[src/rtl/rec_play_if.sv]
// rec_play_if: button, timer and sample-memory signals of the record/playback sequencer
interface rec_play_if #(parameter int ADDR_W = 14);
  logic              rec_btn_i;
  logic              play_btn_i;
  logic              stop_btn_i;
  logic              sample_tick_i;
  logic              timer_done_i;
  logic              timer_reset_o;
  logic              mem_we_o;
  logic              mem_re_o;
  logic [ADDR_W-1:0] mem_addr_o;
  logic [ADDR_W:0]   rec_len_o;
  logic [2:0]        state_o;
  logic              busy_o;
  modport slave (
    input  rec_btn_i, play_btn_i, stop_btn_i, sample_tick_i, timer_done_i,
    output timer_reset_o, mem_we_o, mem_re_o, mem_addr_o, rec_len_o, state_o, busy_o
  );
  modport master (
    output rec_btn_i, play_btn_i, stop_btn_i, sample_tick_i, timer_done_i,
    input  timer_reset_o, mem_we_o, mem_re_o, mem_addr_o, rec_len_o, state_o, busy_o
  );
endinterface

[src/rtl/rec_play_ctrl.sv]
// rec_play_ctrl: record/playback session sequencer driving sample-rate memory strobes
module rec_play_ctrl #(
  parameter int ADDR_W      = 14,
  parameter int MAX_SAMPLES = 16384
) (
  input  logic       clk,
  input  logic       reset,
  rec_play_if.slave  bus
);
  typedef enum logic [2:0] {
    IDLE     = 3'd0,
    REC_ARM  = 3'd1,
    REC      = 3'd2,
    PLAY_ARM = 3'd3,
    PLAY     = 3'd4
  } state_t;
  localparam logic [ADDR_W-1:0] LAST = ADDR_W'(MAX_SAMPLES - 1);
  localparam logic [ADDR_W:0]   FULL = (ADDR_W + 1)'(MAX_SAMPLES);
  state_t            state;
  logic              we, re, tr;
  logic [ADDR_W-1:0] addr;
  logic [ADDR_W:0]   rec_len, addr_x, addr_n;
  assign addr_x = {1'b0, addr};
  assign addr_n = addr_x + 1'b1;
  // Session FSM: strobes last one cycle, so a tick seen while a strobe is high is dropped
  always_ff @(posedge clk) begin
    if (reset) begin
      state   <= IDLE;
      we      <= 1'b0;
      re      <= 1'b0;
      tr      <= 1'b0;
      addr    <= '0;
      rec_len <= '0;
    end else begin
      tr <= 1'b0;
      we <= 1'b0;
      re <= 1'b0;
      case (state)
        IDLE:
          if (bus.rec_btn_i) begin
            state <= REC_ARM;
            tr    <= 1'b1;
          end else if (bus.play_btn_i && rec_len != '0) begin
            state <= PLAY_ARM;
            tr    <= 1'b1;
          end
        REC_ARM: begin
          state <= REC;
          addr  <= '0;
        end
        PLAY_ARM: begin
          state <= PLAY;
          addr  <= '0;
        end
        REC:
          if (bus.stop_btn_i || bus.timer_done_i) begin
            state   <= IDLE;
            rec_len <= addr_x + {{ADDR_W{1'b0}}, we};
          end else if (we && addr == LAST) begin
            state   <= IDLE;
            rec_len <= FULL;
          end else if (we) addr <= addr + 1'b1;
          else we <= bus.sample_tick_i;
        PLAY:
          if (bus.stop_btn_i || (re && addr_n == rec_len)) state <= IDLE;
          else if (re) addr <= addr + 1'b1;
          else re <= bus.sample_tick_i;
        default: state <= IDLE;
      endcase
    end
  end
  assign bus.timer_reset_o = tr;
  assign bus.mem_we_o      = we;
  assign bus.mem_re_o      = re;
  assign bus.mem_addr_o    = addr;
  assign bus.rec_len_o     = rec_len;
  assign bus.state_o       = state;
  assign bus.busy_o        = state != IDLE;
endmodule
[src/flat_wrapper.sv]
// flat-port wrapper written by rule: the top's interface ports become plain ports
module rec_play_ctrl_flat 
#(
  parameter int ADDR_W      = 14,
  parameter int MAX_SAMPLES = 16384
)
  (clk, reset, bus_rec_btn_i, bus_play_btn_i, bus_stop_btn_i, bus_sample_tick_i, bus_timer_done_i, bus_timer_reset_o, bus_mem_we_o, bus_mem_re_o, bus_mem_addr_o, bus_rec_len_o, bus_state_o, bus_busy_o);
  rec_play_if #(.ADDR_W(ADDR_W)) bus_i ();
  input  logic clk;
  input  logic reset;
  input wire logic [$bits(bus_i.rec_btn_i)-1:0] bus_rec_btn_i;
  input wire logic [$bits(bus_i.play_btn_i)-1:0] bus_play_btn_i;
  input wire logic [$bits(bus_i.stop_btn_i)-1:0] bus_stop_btn_i;
  input wire logic [$bits(bus_i.sample_tick_i)-1:0] bus_sample_tick_i;
  input wire logic [$bits(bus_i.timer_done_i)-1:0] bus_timer_done_i;
  output wire logic [$bits(bus_i.timer_reset_o)-1:0] bus_timer_reset_o;
  output wire logic [$bits(bus_i.mem_we_o)-1:0] bus_mem_we_o;
  output wire logic [$bits(bus_i.mem_re_o)-1:0] bus_mem_re_o;
  output wire logic [$bits(bus_i.mem_addr_o)-1:0] bus_mem_addr_o;
  output wire logic [$bits(bus_i.rec_len_o)-1:0] bus_rec_len_o;
  output wire logic [$bits(bus_i.state_o)-1:0] bus_state_o;
  output wire logic [$bits(bus_i.busy_o)-1:0] bus_busy_o;
  assign bus_i.rec_btn_i = bus_rec_btn_i;
  assign bus_i.play_btn_i = bus_play_btn_i;
  assign bus_i.stop_btn_i = bus_stop_btn_i;
  assign bus_i.sample_tick_i = bus_sample_tick_i;
  assign bus_i.timer_done_i = bus_timer_done_i;
  assign bus_timer_reset_o = bus_i.timer_reset_o;
  assign bus_mem_we_o = bus_i.mem_we_o;
  assign bus_mem_re_o = bus_i.mem_re_o;
  assign bus_mem_addr_o = bus_i.mem_addr_o;
  assign bus_rec_len_o = bus_i.rec_len_o;
  assign bus_state_o = bus_i.state_o;
  assign bus_busy_o = bus_i.busy_o;
  rec_play_ctrl #(.ADDR_W(ADDR_W), .MAX_SAMPLES(MAX_SAMPLES)) u_core (.clk(clk), .reset(reset), .bus(bus_i));
endmodule
[config.mk]
export PLATFORM = sky130hd
export DESIGN_NAME = rec_play_ctrl_flat
export DESIGN_NICKNAME = d
export VERILOG_FILES = /design/src/rtl/rec_play_if.sv /design/src/rtl/rec_play_ctrl.sv /design/src/flat_wrapper.sv
export SDC_FILE = /design/constraint.sdc
export NUM_CORES = 1
export LEC_CHECK = 0
export CAP_MARGIN = 20
export CORE_ASPECT_RATIO = 2
export CORE_UTILIZATION = 50
export DETAILED_ROUTE_END_ITERATION = 12
export HOLD_SLACK_MARGIN = 0.1
export PLACE_DENSITY = 0.77
export SLEW_MARGIN = 20
export SYNTH_ARGS = -nofsm -noshare
export SYNTH_HDL_FRONTEND = slang
export SYNTH_SLANG_ARGS = --single-unit
[constraint.sdc]
create_clock -name clk -period 3.1 [get_ports clk]
set_input_delay 0.62 -clock clk [delete_from_list [all_inputs] [get_ports clk]]
set_output_delay 0.62 -clock clk [all_outputs]
set_load 0.02 [all_outputs]
# Word level (Yosys, flattened, before mapping)

Index checks and enable logic that the tools add are counted.
Widths: inputs -> output; s select.

Bits of input ports: 7
Logic and storage cells: 59
Bits in registers: 35
Output and inout port bits: 36

Equality and inequality tests: 14
Multiplexer cells: 16
Bitwise operators: 3
Reductions and logical operators: 17
$add $sub $neg: 3

Operators by type and width:

| operator              | number |
|---|---|
| $mux 14               | 5 |
| $pmux 14 s3           | 1 |
| $mux 15               | 2 |
| $add 14x1->15         | 1 |
| $add 14x1->15 const B | 1 |
| $eq 15x15->1          | 1 |
| $mux 3                | 5 |
| $pmux 3 s5            | 1 |
| $reduce_bool 15->1    | 1 |
| $add 14x1->14 const B | 1 |
| $eq 14x14->1 const B  | 1 |
| $eq 3x2->1 const B    | 2 |
| $ne 2x1->1 const B    | 3 |
| $ne 2x2->1 const B    | 3 |
| $reduce_and 6->1      | 1 |
| $reduce_bool 3->1     | 2 |
| $reduce_or 5->1       | 1 |
| $reduce_or 2->1       | 2 |
| $reduce_or 4->1       | 1 |
| $eq 3x1->1 const B    | 1 |
| $eq 3x3->1 const B    | 1 |
| $logic_and 1x1->1     | 3 |
| $logic_not 3->1       | 1 |
| $ne 3x1->1 const B    | 1 |
| 7 further kinds       | 11 |

# Longest topological paths before layout

Gate-level depths: netlist of run 1.

Depth in word-level cells: 6
Mapped depth: 11
Gate-level depth less buffers: 9

# Worst setup path after synthesis of run 1

Ideal clock, no wire load.

Path type: flip-flop to flip-flop
Start point: register u_core.addr[0], in the netlist u_core.bus.mem_addr_o[0]
End point: register u_core.addr[10], in the netlist u_core.bus.mem_addr_o[10]
Path buffers: 1
Path slack: 0.191 ns
Clock period less this slack: 2.909 ns
Required time: 2.983 ns
Cell stages (with the launch flop): 11
Arrival time: 2.791 ns
Setup time: 0.117 ns
Path through: dfxtp_1 > ha_1 > and3_1 > nand3_1 > xnor2_1 > or4_1 > a2111oi_2 > o22ai_2 > and2_4 > buf_6 > a32o_1

Cells in the longest elaborated chain, start to end: 6
Elaborated cells between the ends (all ways): 16
Those cells by class: add/sub: 2; eq/ne: 4; mux: 6; reduce/logical: 4

RTL lines:

| element                           | RTL line            | RTL |
|---|---|---|
| start, declared                   | rec_play_ctrl.sv:21 | `logic [ADDR_W-1:0] addr;` |
| start signal, assigned            | rec_play_ctrl.sv:62 | `end else if (we) addr <= addr + 1'b1;` |
| start signal, assigned            | rec_play_ctrl.sv:66 | `else if (re) addr <= addr + 1'b1;` |
| $add 14x1->15                     | rec_play_ctrl.sv:24 | `assign addr_n = addr_x + 1'b1;` |
| $eq 15x15->1                      | rec_play_ctrl.sv:65 | `if (bus.stop_btn_i \|\| (re && addr_n == rec_len)) state <= IDLE;` |
| $logic_and 1x1->1                 | rec_play_ctrl.sv:65 |  |
| $logic_or 1x1->1                  | rec_play_ctrl.sv:65 |  |
| $ne 2x2->1 (no source line)       | n/a                 |  |
| $reduce_and 6->1 (no source line) | n/a                 |  |

Parallel ways exist; a longest one is shown, timed or not. The select of a mux whose other input is x is not followed.
A chain may end at the register's enable or synchronous reset.

# Worst setup path after layout of run 1

Start point: register u_core.addr[0], in the netlist u_core.bus.mem_addr_o[0]
End point: register u_core.addr[12], in the netlist u_core.bus.mem_addr_o[12]

Same word-level chain as after synthesis.

==> results.md, run 1 <==
Status:
- The run finished with clean final reports.

Clock network:
- The maximum buffer depth of the clock tree is 2.
- TritonCTS built the clock tree.
- The number of buffers added for setup after CTS is 0.
- For this design, the CTS-stage hold fixing added 0 buffers.
- Clock tree synthesis found a total of 35 sinks.
- The clock insertion delay at the later pin of the skew report is 0.30 ns.
- The CTS buffer count is 5.
- Once the clock tree was built, the resizer swapped 0 gates to a different size.
- Clock tree synthesis selected as its root buffer the cell sky130_fd_sc_hd__clkbuf_8.
- The clock-pin slew on the worst setup and hold paths is 0.08 ns.
- The H-tree was split into 2 levels.

Timing:
- The tightest hold margin is 0.530 ns.
- Setup repair after global routing left no endpoint under its margin.
- Setup violations remaining at the end of the flow were counted as 0.
- In the final timing run, aggregate negative setup slack is 0 ns.
- Of the available clock period, the critical path in the final layout requires 0.928.
- For this run, the top clock speed supported by timing is 0.348 GHz.
- After layout, the minimum clock period comes to ~2.9 ns.
- For the pin with the worst max-slew slack, the measured transition is 0.778 ns.
- In this run the tightest slew margin relative to its limit is 0.482.
- The final max-slew violation count came to 0.
- The worst clock skew is ~0.007 ns.
- The final count of hold timing violations is 0.

Setup path:
- The family of cells with the greatest summed delay on the critical path is simple AND/OR/NAND/NOR gates.
- For this design, the slowest cell found on the critical path is sky130_fd_sc_hd__or4_1.
- The delay of the slowest critical-path stage is 0.53 ns.
- The worst setup path is launched from a flip-flop.
- The minimum setup slack among reg-to-reg paths is 0.22 ns.
- Counting cells, the worst reg-to-reg path comes to 9.
- The critical path contains buffers and inverters numbering 0 combined.
- The critical path depth is 9.
- The maximum net fanout on the critical path is 13.
- For the worst setup path, the data arrival time is 3.07 ns.
- The kind of end point of the critical path is a flip-flop.
- Traced cell by cell, the critical path runs through ha_1 -> and3_1 -> nand3_1 -> xnor2_1 -> or4_1 -> a2111oi_4 -> o22ai_2 -> and2_4 -> a32o_1.
- Data on the critical path is required at its endpoint by 3.29 ns.
- The worst setup path is of the reg2reg kind.

Routing:
- The total vias in the final route is 2301.
- The detail route stage leaves a number of antenna-violating nets equal to 0.
- The final layout contains routed wiring with a total length of between 7000 and 8000 µm.
- The first detailed-routing pass took 4 iterations.
- The iteration-0 DRC count of the detailed router is 52.
- The detailed-route vias per instance is 6.12.
- In the routed design, unresolved DRC markers number 0.
- The average routed wire per standard cell is 18.6 µm.

Yosys:
- The dominant register cell in the synthesized netlist is sky130_fd_sc_hd__dfxtp_1.
- The cell count after synthesis is ~280.
- The netlist area before placement is roughly 2300 µm².
- The biggest area contributor in the post-synthesis netlist is sky130_fd_sc_hd__dfxtp_1.
- The fraction of post-synthesis cell area in the top cell type by area is 0.310.
- The cell with the most instances after synthesis is sky130_fd_sc_hd__dfxtp_1.
- The share of the yosys chip area belonging to registers is 0.310.
- The synthesized netlist contains 49 unique library cells.
- The synthesized netlist net count is 288.
- The number of flops mapped to enable cells by yosys is 0.
- Each instance of the synthesized netlist takes up on average slightly above 8 µm².
- In the post-synthesis netlist, the biggest area contributors are sky130_fd_sc_hd__dfxtp_1 (31%), sky130_fd_sc_hd__xnor2_1 (8.1%), sky130_fd_sc_hd__a32o_1 (5.3%), sky130_fd_sc_hd__nor2_1 (5.3%), sky130_fd_sc_hd__nor3_1 (4.9%).
- During synthesis, Yosys emitted a total of 0 warnings.
- The number of storage elements in the synthesis netlist is 35.
- Sorting the synthesized cells by how often they occur yields sky130_fd_sc_hd__dfxtp_1 (35), sky130_fd_sc_hd__nor2_1 (32), sky130_fd_sc_hd__nor3_1 (22).
- The proportion of register bits with asynchronous set or reset after synthesis is 0.

Global routing:
- Entering global routing, the biggest net connects 32 pins.
- The initial antenna violation count is 0.
- The number of global-route vias before repair came to approximately 2300.
- The first global-routing pass estimated roughly 11000 µm of wire.
- In the global route stage, overall resource usage came out at 0.309.
- The leftover overflow at the end of global routing is 0.

Flow run:
- The number of maximum-capacitance violations is 0.

Hold path:
- The path type of the worst min-delay path is reg2reg.
- The cell depth of the worst min-delay path is 1.

Floorplanning:
- The die covers 4810 µm².
- From left edge to right edge, the die measures 49.6 µm.
- The top-level I/O count is 43.
- The core area is about 4300 µm².
- The chip height is approximately 97 µm.
- The effective utilization at floorplan is 0.521.
- In this run the core area contains 34 standard-cell rows.

Final layout:
- The count of antenna diodes in the layout is 0.
- Fill cells in the final layout number 420.
- After the last flow step, the layout net total stands at 331.
- The cell area after layout is approximately 2900 µm².
- In the final layout, the share of cells above drive strength 1 is 0.115.
- After the flow finishes, the layout carries non-filler instances totaling ~380.
- The final cell utilization of the core is 0.668.
- The area growth from synthesis to layout is 28.3%.

Power:
- The power density of the placed cells is 354 nW/µm².
- The cell leakage power is 1.01 nW.
- IR analysis of the VDD net gives a maximum drop of 0.000328 V.

Place:
- The number of placed instances with taps included is 368.
- Routability-driven placement finished with a final weighted congestion of around 0.95.
- Input and output buffers added on the ports amount to between 40 and 50.
- The HPWL reported at the end of detailed placement is about 5300 µm.
- In this run the cell area measured after placement is about 2800 µm².
## cells by family after synthesis
| kind of cell | Yosys count | share of synthesized area |
|---|---|---|
| AND/OR/NAND/NOR | 127 | 0.312 |
| flip-flops | 35 | 0.310 |
| adder cells (fa/ha/maj) | 3 | 0.0166 |
| AO/OA/AOI/OAI | 49 | 0.161 |
| multiplexers | 3 | 0.0133 |
| XOR/XNOR | 31 | 0.126 |
| buffers and inverters | 30 | 0.0609 |
## final timing paths
kind,startpoint,end
setup / recovery,u_core.bus.mem_addr_o[0],u_core.bus.mem_addr_o[12]
hold / removal,u_core.bus.mem_re_o,u_core.bus.mem_re_o
hold reg to reg,u_core.bus.mem_re_o,u_core.bus.mem_re_o
setup reg to reg,u_core.bus.mem_addr_o[0],u_core.bus.mem_addr_o[12]
## sequential cells by signal, summed over array words and instances (netlist names)
register	flops
u_core.bus.state_o	3
u_core.bus.mem_we_o	1
u_core.bus.rec_len_o	15
u_core.bus.timer_reset_o	1
u_core.bus.mem_addr_o	14
u_core.bus.mem_re_o	1
## per-stage QoR
stage | setup slack [ns] | total power [mW]
4_1_cts | 0.0751 | 1.03
3_3_place_gp | 0.167 | 0.595
6_report | 0.224 | 1.03
2_1_floorplan | 0.191 | 0.549
3_5_place_dp | 0.0959 | 0.596
5_1_grt | 0.0378 | 1.05
## worst reg2reg max path, delay by kind of cell (launching register included)
kind	cells	cell delay, ns
XOR/XNOR	1	0.17
AO/OA/AOI/OAI	3	0.78
flip-flops	1	0.35
AND/OR/NAND/NOR	4	1.19
adder cells (fa/ha/maj)	1	0.29
## per-layer routing
| layer | wire length (µm) | vias up | GRT usage |
|---|---|---|---|
| met4 | 296 | 0 | 0.198 |
| met2 | 4010 | 70 | 0.568 |
| met3 | 203 | 24 | 0.0454 |
| met1 | 2490 | 1117 | 0.305 |
| met5 | 0 | - | 0 |
| li1 | - | 1090 | - |
## layout by cell type (no fill, tap or decap), types with 11 or more instances in the layout
master	count
sky130_fd_sc_hd__buf_4	18
sky130_fd_sc_hd__nor3_1	22
sky130_fd_sc_hd__nor2_1	32
sky130_fd_sc_hd__nand2_1	18
sky130_fd_sc_hd__xnor2_1	21
sky130_fd_sc_hd__a21oi_1	11
sky130_fd_sc_hd__clkdlybuf4s50_1	42
sky130_fd_sc_hd__a32o_1	12
sky130_fd_sc_hd__dfxtp_1	34
## cell type report
type / instances / area, µm² / share of cell area
clock inverters: 2 / 35.0 / 0.0121
inverters: 6 / 22.5 / 0.00777
repair buffers: 60 / 556 / 0.192
well taps: 54 / 67.6 / 0.0233
flip-flops and latches: 35 / 702 / 0.242
multi-input cells: 213 / 1440 / 0.495
clock buffers: 6 / 82.6 / 0.0285
## power by group
part | leakage (nW) | internal (mW) | switching, mW
combinational | 0.669 | 0.0453 | 0.0769
sequential | 0.283 | 0.455 | 0.0101
clock | 0.0612 | 0.260 | 0.178
Note: power is estimated with default switching activity, not from simulation.
==> inputs of run 2 (changes only) <==
--- a/config.mk
+++ b/config.mk
@@ -10,6 +10,7 @@
 export CORE_UTILIZATION = 50
 export DETAILED_ROUTE_END_ITERATION = 12
 export HOLD_SLACK_MARGIN = 0.1
+export MAX_ROUTING_LAYER = met4
 export PLACE_DENSITY = 0.77
 export SLEW_MARGIN = 20
 export SYNTH_ARGS = -nofsm -noshare
==> results.md, run 2 (synthesized netlist as in run 1, its figures left out) <==
Status:
- The flow ran to the end, and the final reports show no timing, DRC or antenna violations.

Timing:
- The worst clock skew is 0.00585 ns (-0.00108 ns).
- The number of endpoints failing setup at the final stage came to 0 (unchanged).
- The worst-case headroom to the max-slew limit is 0.506 (+0.0243).
- The pin slew with the least headroom to its limit is 0.741 ns (-0.0365 ns).
- The share of the cycle needed by the critical path after routing is 0.913 (-0.0148).
- The final max-slew violation count is 0 (unchanged).
- The tightest hold margin is 0.517 ns (-0.0122 ns).
- The final period demand of the worst path is 2.83 ns (-0.0458 ns).
- Setup repair after global routing left no endpoint under its margin.
- The sum of negative setup slack is 0 ns (unchanged).
- The highest achievable clock rate is 0.353 GHz (+1.6%).
- The final count of hold timing violations is 0 (unchanged).

Routing:
- The detailed-route DRC error count is 0 (unchanged).
- The total vias in the final route was 2318 (+0.74%).
- The post-detailed-route count of antenna-violating nets was 0 (unchanged).
- The detailed-route vias per instance is 6.10 (-0.32%).
- The routed wire length was 7020 µm (+0.29%).
- The average routed wire per standard cell was 18.5 µm (-0.77%).
- The iteration-0 DRC count of the detailed router is 93 (+79%).
- The number of optimization iterations in the first detailed-route pass is 4 (unchanged).

Floorplanning:
- The width of the chip is 49.6 µm (unchanged).
- The top-level I/O count is 43 (unchanged).
- The core area is 4340 µm² (unchanged).
- The die outline area is 4810 µm² (unchanged).
- The chip height is 97.1 µm (unchanged).
- The effective utilization at floorplan is 0.521 (unchanged).
- The floorplan row count is 34 (unchanged).

Power:
- The sequential power share is 0.490 (+0.036).
- The switching share of power is 0.260 (+0.00162).
- The cell leakage power is 1.02 nW (+0.97%).
- The portion of total power attributed to combinational logic came to 0.126 (+0.007).
- The power density of the placed cells was 328 nW/µm² (-7.3%).
- The internal power consumption is 0.704 mW (-7.5%).
- The peak supply drop is 0.000251 V (-23%).
- The clock group share of total power is 0.385 (-0.042).
- The switching power of the nets was 0.247 mW (-6.7%).

Global routing:
- The met2 global-route usage is 0.597 (+0.0291).
- The fraction of met3 tracks used by global routing is 0.0469 (+0.00156).
- The initial antenna violation count is 0 (unchanged).
- The met1 capacity usage during global routing is 0.282 (-0.0233).
- The wire length of the first global-routing pass was 11300 µm (+0.49%).
- The all-layer global routing usage is 0.317 (+0.00777).
- The maximum number of pins on one net before global-route repair was 25 (-22%).
- The leftover overflow at the end of global routing was 0 (unchanged).
- The number of global-route vias before repair is 2369 (+4.3%).
- The global routing stage identified its most utilized layer as met2.

Setup path:
- The minimum setup slack among reg-to-reg paths is 0.27 ns (+0.05 ns).
- The depth of the worst register-to-register path came to 9 (unchanged).
- The worst register-to-register path begins at u_core.bus.mem_addr_o[4].
- The required time at the worst-slack endpoint was 3.28 ns (about the same).
- The end point of the critical path is u_core.bus.mem_addr_o[8].
- The data arrival at the endpoint of the critical path is 3.01 ns (-0.06 ns).
- In this run the critical register-to-register path is captured at u_core.bus.mem_addr_o[8].
- By startpoint and endpoint, the worst setup path is classified as reg2reg.
- The launching element type of the critical path is a flip-flop.
- The maximum net fanout on the critical path came to 13 (unchanged).
- The launch point of the worst path is u_core.bus.mem_addr_o[4].
- The kind of end point of the critical path is a flip-flop.

Final layout:
- The cell area after layout is 2900 µm² (about the same).
- The final net count is 335 (+1.2%).
- The number of flip-flops under the largest register name came to 15 (unchanged).
- The area growth from synthesis to layout came to 28.3% (about the same).
- The sequential cell area is 703 µm² (+0.18%).
- The most frequent standard cell in the layout excluding fill and tap cells is sky130_fd_sc_hd__clkdlybuf4s50_1.
- The count of antenna diodes in the layout came to 0 (unchanged).
- In the layout the commonest cells are sky130_fd_sc_hd__clkdlybuf4s50_1 (42), sky130_fd_sc_hd__dfxtp_1 (33), sky130_fd_sc_hd__nor2_1 (32).
- The share of layout cells above drive strength 1 is 0.126 (+0.0109).
- The number of fill cells in the layout is 405 (-3.6%).
- The count of non-filler cells in the finished layout is 380 (+1.1%).
- The area taken by multi-input logic gates is 1420 µm² (-0.87%).

Clock network:
- The number of buffers added for setup after CTS is 0 (unchanged).
- The count of cells resized by post-cts repair is 0 (unchanged).
- The clock-pin slew on the worst setup and hold paths came to 0.07 ns (about the same).
- The maximum buffer depth of the clock tree is 2 (unchanged).
- The master cell of the clock root buffer is sky130_fd_sc_hd__clkbuf_8.
- The CTS buffer count is 5 (unchanged).
- TritonCTS built the clock tree.
- The number of levels in the clock H-tree is 2 (unchanged).
- The hold-fix buffer count after cts is 0 (unchanged).
- The number of sinks driven by the clock tree is 35 (unchanged).
- The clock insertion delay at the later pin of the skew report is 0.28 ns (-0.02 ns).

Flow run:
- The number of maximum-capacitance violations is 0 (unchanged).

Place:
- The HPWL reported at the end of detailed placement was 5530 µm (+5.3%).
- The number of placed instances with taps included is 372 (+1.1%).
- The area after detailed placement is 2800 µm² (+1.1%).
- The placer congestion estimate is 0.982 (+3.1%).
- The number of buffers added on ports is 42 (unchanged).

Hold path:
- The cell depth of the worst min-delay path is 1 (unchanged).
- The path type of the worst min-delay path is reg2reg.
-- run 2: cell count changes in the layout (fill, tap and decap cells not counted), sizes merged --
| cell | before | now |
|---|---|---|
| buf | 18 | 22 |
| bufinv | 1 | 0 |
| clkbuf | 6 | 8 |
| clkinv | 1 | 0 |
-- run 2: cell type report --
class                   instances  area share
clock buffers                   8      0.0345
inverters                       6     0.00776
multi-input cells             213       0.490
flip-flops and latches         35       0.242
well taps                      54      0.0233
repair buffers                 64       0.202
-- run 2: how the worst min path moves through the flow --
stage	startpoint	end
floorplan	u_core.bus.mem_re_o	u_core.bus.mem_re_o
global placement	u_core.bus.mem_re_o	u_core.bus.mem_re_o
detailed placement	u_core.bus.mem_re_o	u_core.bus.mem_re_o
CTS	u_core.bus.mem_re_o	u_core.bus.mem_re_o
global route	u_core.bus.mem_re_o	u_core.bus.mem_re_o
finish	u_core.bus.mem_re_o	u_core.bus.mem_re_o
-- run 2: stage by stage --
stage          setup slack (ns)  power [mW]   util
6_report                  0.269       0.951  0.669
2_1_floorplan             0.191       0.549      -
3_3_place_gp              0.200       0.593  0.645
3_5_place_dp              0.140       0.595  0.645
5_1_grt                  0.0273       0.982  0.669
4_1_cts                   0.123       0.956  0.668
-- run 2: power by group through the flow --
stage | Combinational (mW) | Clock, mW | Sequential [mW]
final | 0.120 | 0.366 | 0.466
after global routing | 0.131 | 0.385 | 0.466
after CTS | 0.119 | 0.371 | 0.466
after detailed placement | 0.119 | 0 | 0.476
after global placement | 0.117 | 0 | 0.476
after floorplan | 0.0713 | 0 | 0.478
-- run 2: critical path, stage by stage (launching register included) --
cell	delay (ns)
sky130_fd_sc_hd__dfxtp_1	0.51
sky130_fd_sc_hd__nand4_4	0.13
sky130_fd_sc_hd__buf_4	0.19
sky130_fd_sc_hd__nor4_4	0.39
sky130_fd_sc_hd__xnor2_1	0.10
sky130_fd_sc_hd__o31a_1	0.32
sky130_fd_sc_hd__a2111oi_2	0.43
sky130_fd_sc_hd__o22ai_2	0.19
sky130_fd_sc_hd__and2_4	0.23
sky130_fd_sc_hd__a32o_1	0.22
-- run 2: metal layers --
layer | up-vias | part of all wire
met4 | 0 | 0.039
li1 | 1104 | -
met2 | 73 | 0.58
met5 | - | 0
met1 | 1122 | 0.35
met3 | 19 | 0.028
